### config.mk
export PLATFORM = sky130hd
export DESIGN_NAME = wr_demux8
export DESIGN_NICKNAME = d
export VERILOG_FILES = /design/src/rtl/wr_demux8.sv
export SDC_FILE = /design/constraint.sdc
export NUM_CORES = 1
export LEC_CHECK = 0
export ABC_CLOCK_PERIOD_IN_PS = 1850
export CAP_MARGIN = 5
export CORE_AREA = 2 2 234 236
export DETAILED_ROUTE_END_ITERATION = 16
export DIE_AREA = 0 0 236 238
export PLACE_DENSITY = 0.73
export SYNTH_ARGS = -nofsm -noshare
export SYNTH_HDL_FRONTEND = slang
export SYNTH_SLANG_ARGS = --single-unit
export TNS_END_PERCENT = 1
### constraint.sdc
create_clock -name i_clk -period 1.85 [get_ports i_clk]
set_clock_uncertainty 0.15 [all_clocks]
set_input_delay 0.2775 -clock i_clk [delete_from_list [all_inputs] [get_ports i_clk]]
set_output_delay 0.2775 -clock i_clk [all_outputs]
set_load 0.02 [all_outputs]
### src/rtl/wr_demux8.sv
// Single-stage write demultiplexer: a valid/ready skid register feeds a one-hot
// decoder that loads exactly one of eight bank entries per commit.
module wr_demux8_entry #(
  parameter int WIDTH = 64
) (
  input  logic             i_clk,
  input  logic             i_reset,
  input  logic             i_en,
  input  logic [WIDTH-1:0] i_d,
  output logic [WIDTH-1:0] o_q
);
  logic [WIDTH-1:0] r_q;

  always_ff @(posedge i_clk or negedge i_reset) begin
    if (!i_reset)  r_q <= '0;
    else if (i_en) r_q <= i_d;
  end

  assign o_q = r_q;
endmodule

module wr_demux8 #(
  parameter int WIDTH = 64
) (
  input  logic               i_clk,
  input  logic               i_reset,
  input  logic               i_wr_valid,
  output logic               o_wr_ready,
  input  logic [2:0]         i_wr_sel,
  input  logic [WIDTH-1:0]   i_wr_data,
  input  logic               i_stall,
  input  logic               i_clr,
  output logic [7:0]         o_wr_en,
  output logic [8*WIDTH-1:0] o_q_flat,
  output logic [7:0]         o_written,
  output logic               o_all_written,
  output logic               o_ovw
);
  localparam int NUM_ENTRIES = 8;

  typedef enum logic {EMPTY, FULL} state_t;

  state_t           r_state;
  logic [2:0]       r_p_sel;
  logic [WIDTH-1:0] r_p_data;
  logic [7:0]       r_written;
  logic             r_ovw;

  logic             w_commit;
  logic             w_accept;
  logic [7:0]       w_wr_en;

  assign w_commit   = (r_state == FULL) && !i_stall;
  assign o_wr_ready = (r_state == EMPTY) || !i_stall;
  assign w_accept   = i_wr_valid && o_wr_ready;
  assign w_wr_en    = w_commit ? (8'd1 << r_p_sel) : 8'd0;

  // A commit frees the slot in the same cycle, so a new word can land on the commit edge.
  always_ff @(posedge i_clk or negedge i_reset) begin
    if (!i_reset) begin
      r_state  <= EMPTY;
      r_p_sel  <= '0;
      r_p_data <= '0;
    end else if (w_accept) begin
      r_state  <= FULL;
      r_p_sel  <= i_wr_sel;
      r_p_data <= i_wr_data;
    end else if (w_commit) begin
      r_state  <= EMPTY;
    end
  end

  // clr beats the sticky history but not the commit landing on the same edge.
  always_ff @(posedge i_clk or negedge i_reset) begin
    if (!i_reset) begin
      r_written <= '0;
      r_ovw     <= 1'b0;
    end else if (i_clr) begin
      r_written <= w_wr_en;
      r_ovw     <= 1'b0;
    end else if (w_commit) begin
      r_written <= r_written | w_wr_en;
      if (r_written[r_p_sel]) r_ovw <= 1'b1;
    end
  end

  for (genvar k = 0; k < NUM_ENTRIES; k++) begin : g_entry
    wr_demux8_entry #(.WIDTH(WIDTH)) u_entry (
      .i_clk   (i_clk),
      .i_reset (i_reset),
      .i_en    (w_wr_en[k]),
      .i_d     (r_p_data),
      .o_q     (o_q_flat[k*WIDTH +: WIDTH])
    );
  end

  assign o_wr_en       = w_wr_en;
  assign o_written     = r_written;
  assign o_all_written = &r_written;
  assign o_ovw         = r_ovw;
endmodule
==> results.py, run 1 <==
metrics = {
    "placement": {
        "hpwl_microns": 47700,
        "io_buffers": 602,
        "gp_congestion": 0.825,
    },
    "cts": {
        "root_buffer": "clkbuf_16",
        "clk_latency_ps": 610,
        "cts-buffers-inserted": 58,
        "cts.clk_slew.worst_paths_ps": 60,
        "h-tree-depth": 2,
        "cts_buffer_depth": 3,
        "cts.sinks": 589,
        "cts_tree": "built",
    },
    "layout": {
        "finish.net_count": 2062,
        "fin_util_pct": 59.5,
        "antenna_cells": 0,
        "area_delta_synth_final_pct": 44.5,
        "drive_above_1_share_pct": 40.0,
    },
    "run": {
        "maxCapViolCount": 0,
    },
    "sta": {
        "rsz0062_at_grt": "yes",
        "period_share_pct": 114,
        "finalSetupTns_ps": -27750,
        "worst_slew_pin_slew_ps": 569,
        "timing.final.ws_setup_ps": -263,
        "maxSlewViolCount": 0,
        "timing.hold.ws_ps": 53.6,
        "finalSetupViolations": 386,
        "fin_crit_ps": 2110,
        "relSlewSlack_pct": 62.0,
        "finalHoldViolations": 0,
        "fmax_mhz": 473,
    },
    "setup_path": {
        "cp-start-kind": "flop",
        "required_ps": 1420,
        "critPathLaunch": "r_p_sel[2]$_DFFE_PN0P_",
        "end_kind": "output pin",
        "path_class": "reg2out",
        "crit_path_max_fanout": 4,
        "cp_data_arrival_time_ps": 1690,
        "r2r_start": "r_p_sel[2]$_DFFE_PN0P_",
    },
    "route": {
        "drtPass1Iterations": 4,
        "drt_iter0_drc": 654,
        "num_vias": 14100,
        "finalWirelength_microns": 67000,
        "drt.antenna.violating_nets": 0,
        "routed_via_density": 5.17,
        "drc_errors": 0,
        "wire_per_inst_microns": 24.5,
    },
    "grt": {
        "top_usage_layer": "met2",
        "antenna_found_initial": 0,
        "grt_max_degree": 58,
        "grt_overflow_total": 0,
        "grt_pass1_wl_microns": 99600,
        "use_met2_pct": 39.9,
        "grt_use_met3_pct": 6.93,
        "grt_pass1_vias": 14900,
        "track_usage_pct": 23.5,
        "use_met1_pct": 28.4,
    },
    "status": {
        "violations": "negative setup slack",
        "status": "complete, but fails checks",
    },
    "synthesis": {
        "avgSynthCellArea_sq_um": 17.1,
        "synthesis.area_sq_mm": 0.0220,
        "yosys_register_bits": 589,
        "netlist-cell-type-count": 24,
        "yosys_most_used_dff": "dfrtp_1",
        "synthArstFlopShare_pct": 100,
        "yosysWarnings": 0,
        "seq_area_frac_synth_pct": 66.9,
        "synth_edf_count": 0,
        "syn-num-nets": 1359,
        "syn_inst": 1287,
    },
    "power_and_ir_drop": {
        "p_per_area_mw_per_mm2": 1840,
        "ir_drop_mv": 1.09,
        "p_leak_nw": 15.2,
    },
    "floorplan": {
        "die_w_microns": 236,
        "die-area_sq_mm": 0.0562,
        "die_h_microns": 238,
        "start_util_pct": 41.2,
        "rows": 85,
        "ios": 603,
        "core-area_sq_mm": 0.0535,
    },
    "hold_path": {
        "min_path_type": "in2async",
    },
}
[final cells by class]
cell class	count	area, sq um
Fill cell	4215	21700
Inverter	9	33.8
Timing Repair Buffer	717	6900
Clock buffer	83	1720
Multi-Input combinational cell	615	7300
Tap cell	696	871
Sequential cell	589	14700
Clock inverter	23	274
[stage by stage]
step	instance area (sq um)	std cells	worst slack (ps)	total power, mW
after floorplan	22000	1287	26.3	34.4
final	31800	2732	-263	58.5
after CTS	31500	2732	-264	58.3
after global placement	29800	2619	-604	49.0
after global routing	31800	2732	-315	61.0
after detailed placement	29800	2619	-618	49.8
[critical path, cell delays in order (launching register included)]
cell and delay [ps]:
dfrtp_1 430, and3b_2 260, and3_4 240, buf_4 160
[flip-flops by register name, indices dropped and copies added, names as in the netlist]
signal               flops
g_entry.u_entry.o_q    512
r_p_data                64
o_written                8
r_p_sel                  3
o_ovw                    1
r_state                  1
[kinds of logic after synthesis]
| logic type | after synthesis | share of synthesized area, % |
|---|---|---|
| AO/OA/AOI/OAI | 10 | 0.307 |
| buffers and inverters | 83 | 2.35 |
| flip-flops | 589 | 66.9 |
| multiplexers | 582 | 29.8 |
| AND/OR/NAND/NOR | 23 | 0.630 |
[synthesized netlist by cell type (3+ instances only)]
| master | number | area (sq um) |
|---|---|---|
| buf_4 | 26 | 195 |
| mux2_2 | 570 | 6420 |
| o21ai_0 | 4 | 20.0 |
| a21o_1 | 4 | 30.0 |
| dfrtp_1 | 589 | 14700 |
| nand2b_1 | 4 | 25.0 |
| nor2_1 | 3 | 11.3 |
| inv_1 | 9 | 33.8 |
| buf_2 | 39 | 195 |
| nand2_1 | 4 | 15.0 |
| mux2_1 | 9 | 101 |
| buf_6 | 8 | 90.1 |
[cells in the final DEF, fill, tap and decap left out, drive strengths merged]
master,Yosys,final
dfrtp,589,589
mux2,579,579
dlygate4sd2,0,508
buf,73,125
clkbuf,1,86
clkdlybuf4s50,0,70
clkinv,0,14
clkdlybuf4s15,0,10
inv,9,10
bufinv,0,6
a21o,4,4
o21ai,4,4
nand2,4,4
nand2b,4,4
nor2,3,3
and3,2,2
nor2b,2,2
nand4,2,2
and2,2,2
mux2i,2,2
clkinvlp,0,2
and3b,2,2
nor3b,2,2
mux4,1,1
a22oi,1,1
a32o,1,1
dlygate4sd3,0,1
[path summary, 6_finish.rpt]
path	end	slack (ps)	cells after the start
setup / recovery	o_wr_en[7]	-260	3
hold / removal	g_entry[4].u_entry.o_q[53]$_DFFE_PN0P_	50	2
setup reg to reg	g_entry[3].u_entry.o_q[30]$_DFFE_PN0P_	-170	6
hold reg to reg	g_entry[7].u_entry.o_q[38]$_DFFE_PN0P_	340	1
max in group asynchronous	g_entry[3].u_entry.o_q[28]$_DFFE_PN0P_	790	4
min in group i_clk	r_p_data[19]$_DFFE_PN0P_	120	2
[where the power goes]
part           switching [mW]  total, mW  internal (mW)
Clock                    4.97       12.2           7.25
Combinational            13.0       23.8           10.8
Sequential               3.74       22.5           18.7
[layer usage]
layer	up-vias	wire, microns
met1	7479	26400
li1	5979	-
met2	521	33000
met3	132	5080
met4	0	2550
met5	-	0
[repair_timing]
action | in CTS | in global routing
cloned | 0 | 0
setup endpoints to repair | 863 | 542
pin swaps | 7 | 5
buffers inserted | 6 | 0
hold buffers | 1 | 0
hold endpoints to repair | 499 | 0
resized for setup | 663 | 104
(Power assumes the default switching activity.)
==> run 2: changes to the inputs <==
CORE_AREA = not set   (was 2 2 234 236)
CORE_UTILIZATION = 30   (was not set)
DIE_AREA = not set   (was 0 0 236 238)
PLACE_DENSITY = 0.56   (was 0.73)
==> run 2 against run 1 <==
  * The run still ends with negative setup slack left
  * Sequential cell count unchanged
  * Hold slack got worse by 19 ps
  * Non-clock buffer count decreased by 31
  * Setup slack got worse by 96 ps
==> results.py, run 2 (same netlist as run 1, synthesis figures left out) <==
metrics = {
    "status": {
        "status": "complete, but fails checks",
        "violations": "negative setup slack",
    },
    "layout": {
        "final_cell_mix": "588 x dfrtp_1, 543 x mux2_2, 510 x dlygate4sd2_1",
        "largest_reg_flops": 512,
        "drive_above_1_share_pct": 39.3,
        "finish.net_count": 2042,
        "layout_commonest_cell": "dfrtp_1",
        "multi_input_area_sq_mm": 0.00695,
        "area_delta_synth_final_pct": 43.4,
        "n_fill_cell": 6747,
        "fin_area_sq_mm": 0.0316,
        "regArea_sq_mm": 0.0147,
    },
    "power_and_ir_drop": {
        "clock_power_share_pct": 22.5,
        "p_int_mw": 36.7,
        "finalPower_mw": 58.4,
        "switching_share_pct": 37.1,
        "power.switching_mw": 21.7,
        "ir_drop_mv": 1.10,
        "p_per_area_mw_per_mm2": 1850,
        "p_leak_nw": 14.7,
        "pwr-share-seq_pct": 38.1,
        "combPwrFrac_pct": 39.4,
    },
    "cts": {
        "clk_latency_ps": 590,
        "cts_tree": "built",
        "cts.sinks": 589,
        "root_buffer": "clkbuf_16",
        "cts-buffers-inserted": 69,
        "cts.clk_slew.worst_paths_ps": 50,
        "h-tree-depth": 3,
        "cts_buffer_depth": 3,
    },
    "setup_path": {
        "r2r-end": "g_entry[3].u_entry.o_q[27]$_DFFE_PN0P_",
        "r2r_start": "r_p_sel[2]$_DFFE_PN0P_",
        "path_class": "reg2out",
        "cp-start-kind": "flop",
        "r2r_cells": 6,
        "end_kind": "output pin",
        "crit_buf_inv": 3,
        "critPathSlowestCell": "dfrtp_1",
        "cp_data_arrival_time_ps": 1780,
        "slowest_delay_ps": 430,
        "crit_family": "flip-flops",
        "crit_path_max_fanout": 3,
        "worstPathCellList": "nor3b_4 -> buf_4 -> and3_4 -> buf_16 -> buf_8",
        "required_ps": 1420,
        "ff2ff_setup_slack_ps": -250,
    },
    "floorplan": {
        "die_h_microns": 273,
        "die-area_sq_mm": 0.0745,
        "ios": 603,
        "rows": 98,
        "die_w_microns": 273,
        "start_util_pct": 30.5,
        "core-area_sq_mm": 0.0721,
    },
    "placement": {
        "io_buffers": 602,
        "hpwl_microns": 47400,
        "dpl-instance-area_sq_mm": 0.0298,
        "post-place-ws_ps": -565,
        "gp_congestion": 0.771,
    },
    "grt": {
        "antenna_found_initial": 3,
        "grt_pass1_vias": 14600,
        "grt_pass1_wl_microns": 100000,
        "grt_overflow_total": 0,
        "track_usage_pct": 18.1,
        "grt_max_degree": 76,
    },
    "run": {
        "maxCapViolCount": 0,
    },
    "sta": {
        "fin_crit_ps": 2210,
        "finalHoldViolations": 0,
        "fmax_mhz": 453,
        "maxSlewViolCount": 0,
        "period_share_pct": 119,
        "rsz0062_at_grt": "yes",
        "timing.final.ws_setup_ps": -359,
        "finalSetupViolations": 399,
        "worst_slew_pin_slew_ps": 512,
        "relSlewSlack_pct": 65.8,
    },
    "hold_path": {
        "min_path_type": "in2async",
    },
    "route": {
        "routed_via_density": 4.60,
        "drtPass1Iterations": 4,
        "num_vias": 13600,
        "drt.antenna.violating_nets": 0,
        "finalWirelength_microns": 68000,
        "wire_per_inst_microns": 22.9,
        "drc_errors": 0,
        "drt_iter0_drc": 534,
    },
}
-- run 2: worst register-to-register path: stages (launching register included) --
cell and delay [ps]:
dfrtp_1 430, nor3b_4 210, buf_4 130, and3_4 210
buf_4 170, buf_12 240, mux2_2 430
-- run 2: how the worst max path moves through the flow --
stage / from / endpoint / slack [ps] / depth (start not counted)
finish: r_p_sel[2]$_DFFE_PN0P_ / o_wr_en[3] / -360 / 5
global route: r_p_sel[2]$_DFFE_PN0P_ / o_wr_en[3] / -450 / 5
CTS: r_p_sel[2]$_DFFE_PN0P_ / o_wr_en[3] / -410 / 5
detailed placement: i_stall / o_wr_en[7] / -560 / 4
global placement: i_stall / o_wr_en[7] / -550 / 4
floorplan: r_state$_DFFE_PN0P_ / r_p_data[30]$_DFFE_PN0P_ / 30 / 6
-- run 2: per-stage QoR --
stage                     cells  utilization [%]  setup TNS, ps  hold slack, ps
after floorplan            1287                -              0            -168
after global placement     2839             41.3        -242780            56.6
after detailed placement   2839             41.3        -261210            52.7
after CTS                  2964             43.8         -40430            1.88
after global routing       2966             43.8         -61330            15.8
final                      2966             43.8         -40590            34.7
-- run 2: layer usage --
metal	routed length, microns	share of wire, %	track usage [%]
met1	27800	41	22.1
met2	33300	49	30.1
met3	5030	7.4	5.99
met4	1820	2.7	5.87
met5	0	0	0
-- run 2: cell type report --
cell class,count,area share [%]
diodes,2,0.0158
clock buffers,100,6.41
clock inverters,15,0.535
inverters,9,0.123
multi-input cells,615,22.0
flip-flops and latches,589,46.7
well taps,950,3.76
repair buffers,686,20.5
-- run 2: power groups by stage --
| stage | registers, mW | clock network (mW) | logic (mW) |
|---|---|---|---|
| global route | 23.1 | 14.1 | 24.1 |
| detailed placement | 22.7 | 0 | 27.0 |
| floorplan | 28.9 | 0 | 5.46 |
| global placement | 22.5 | 0 | 26.8 |
| CTS | 22.3 | 13.6 | 23.3 |
| finish | 22.2 | 13.1 | 23.0 |
-- run 2: what timing repair did --
action | in CTS | in global routing
gates resized for setup | 623 | 8
hold buffers | 1 | 0
setup buffers | 8 | 0
hold endpoints to repair | 589 | 0
pin swaps | 5 | 0
setup endpoints to repair | 834 | 433
gates cloned | 1 | 0
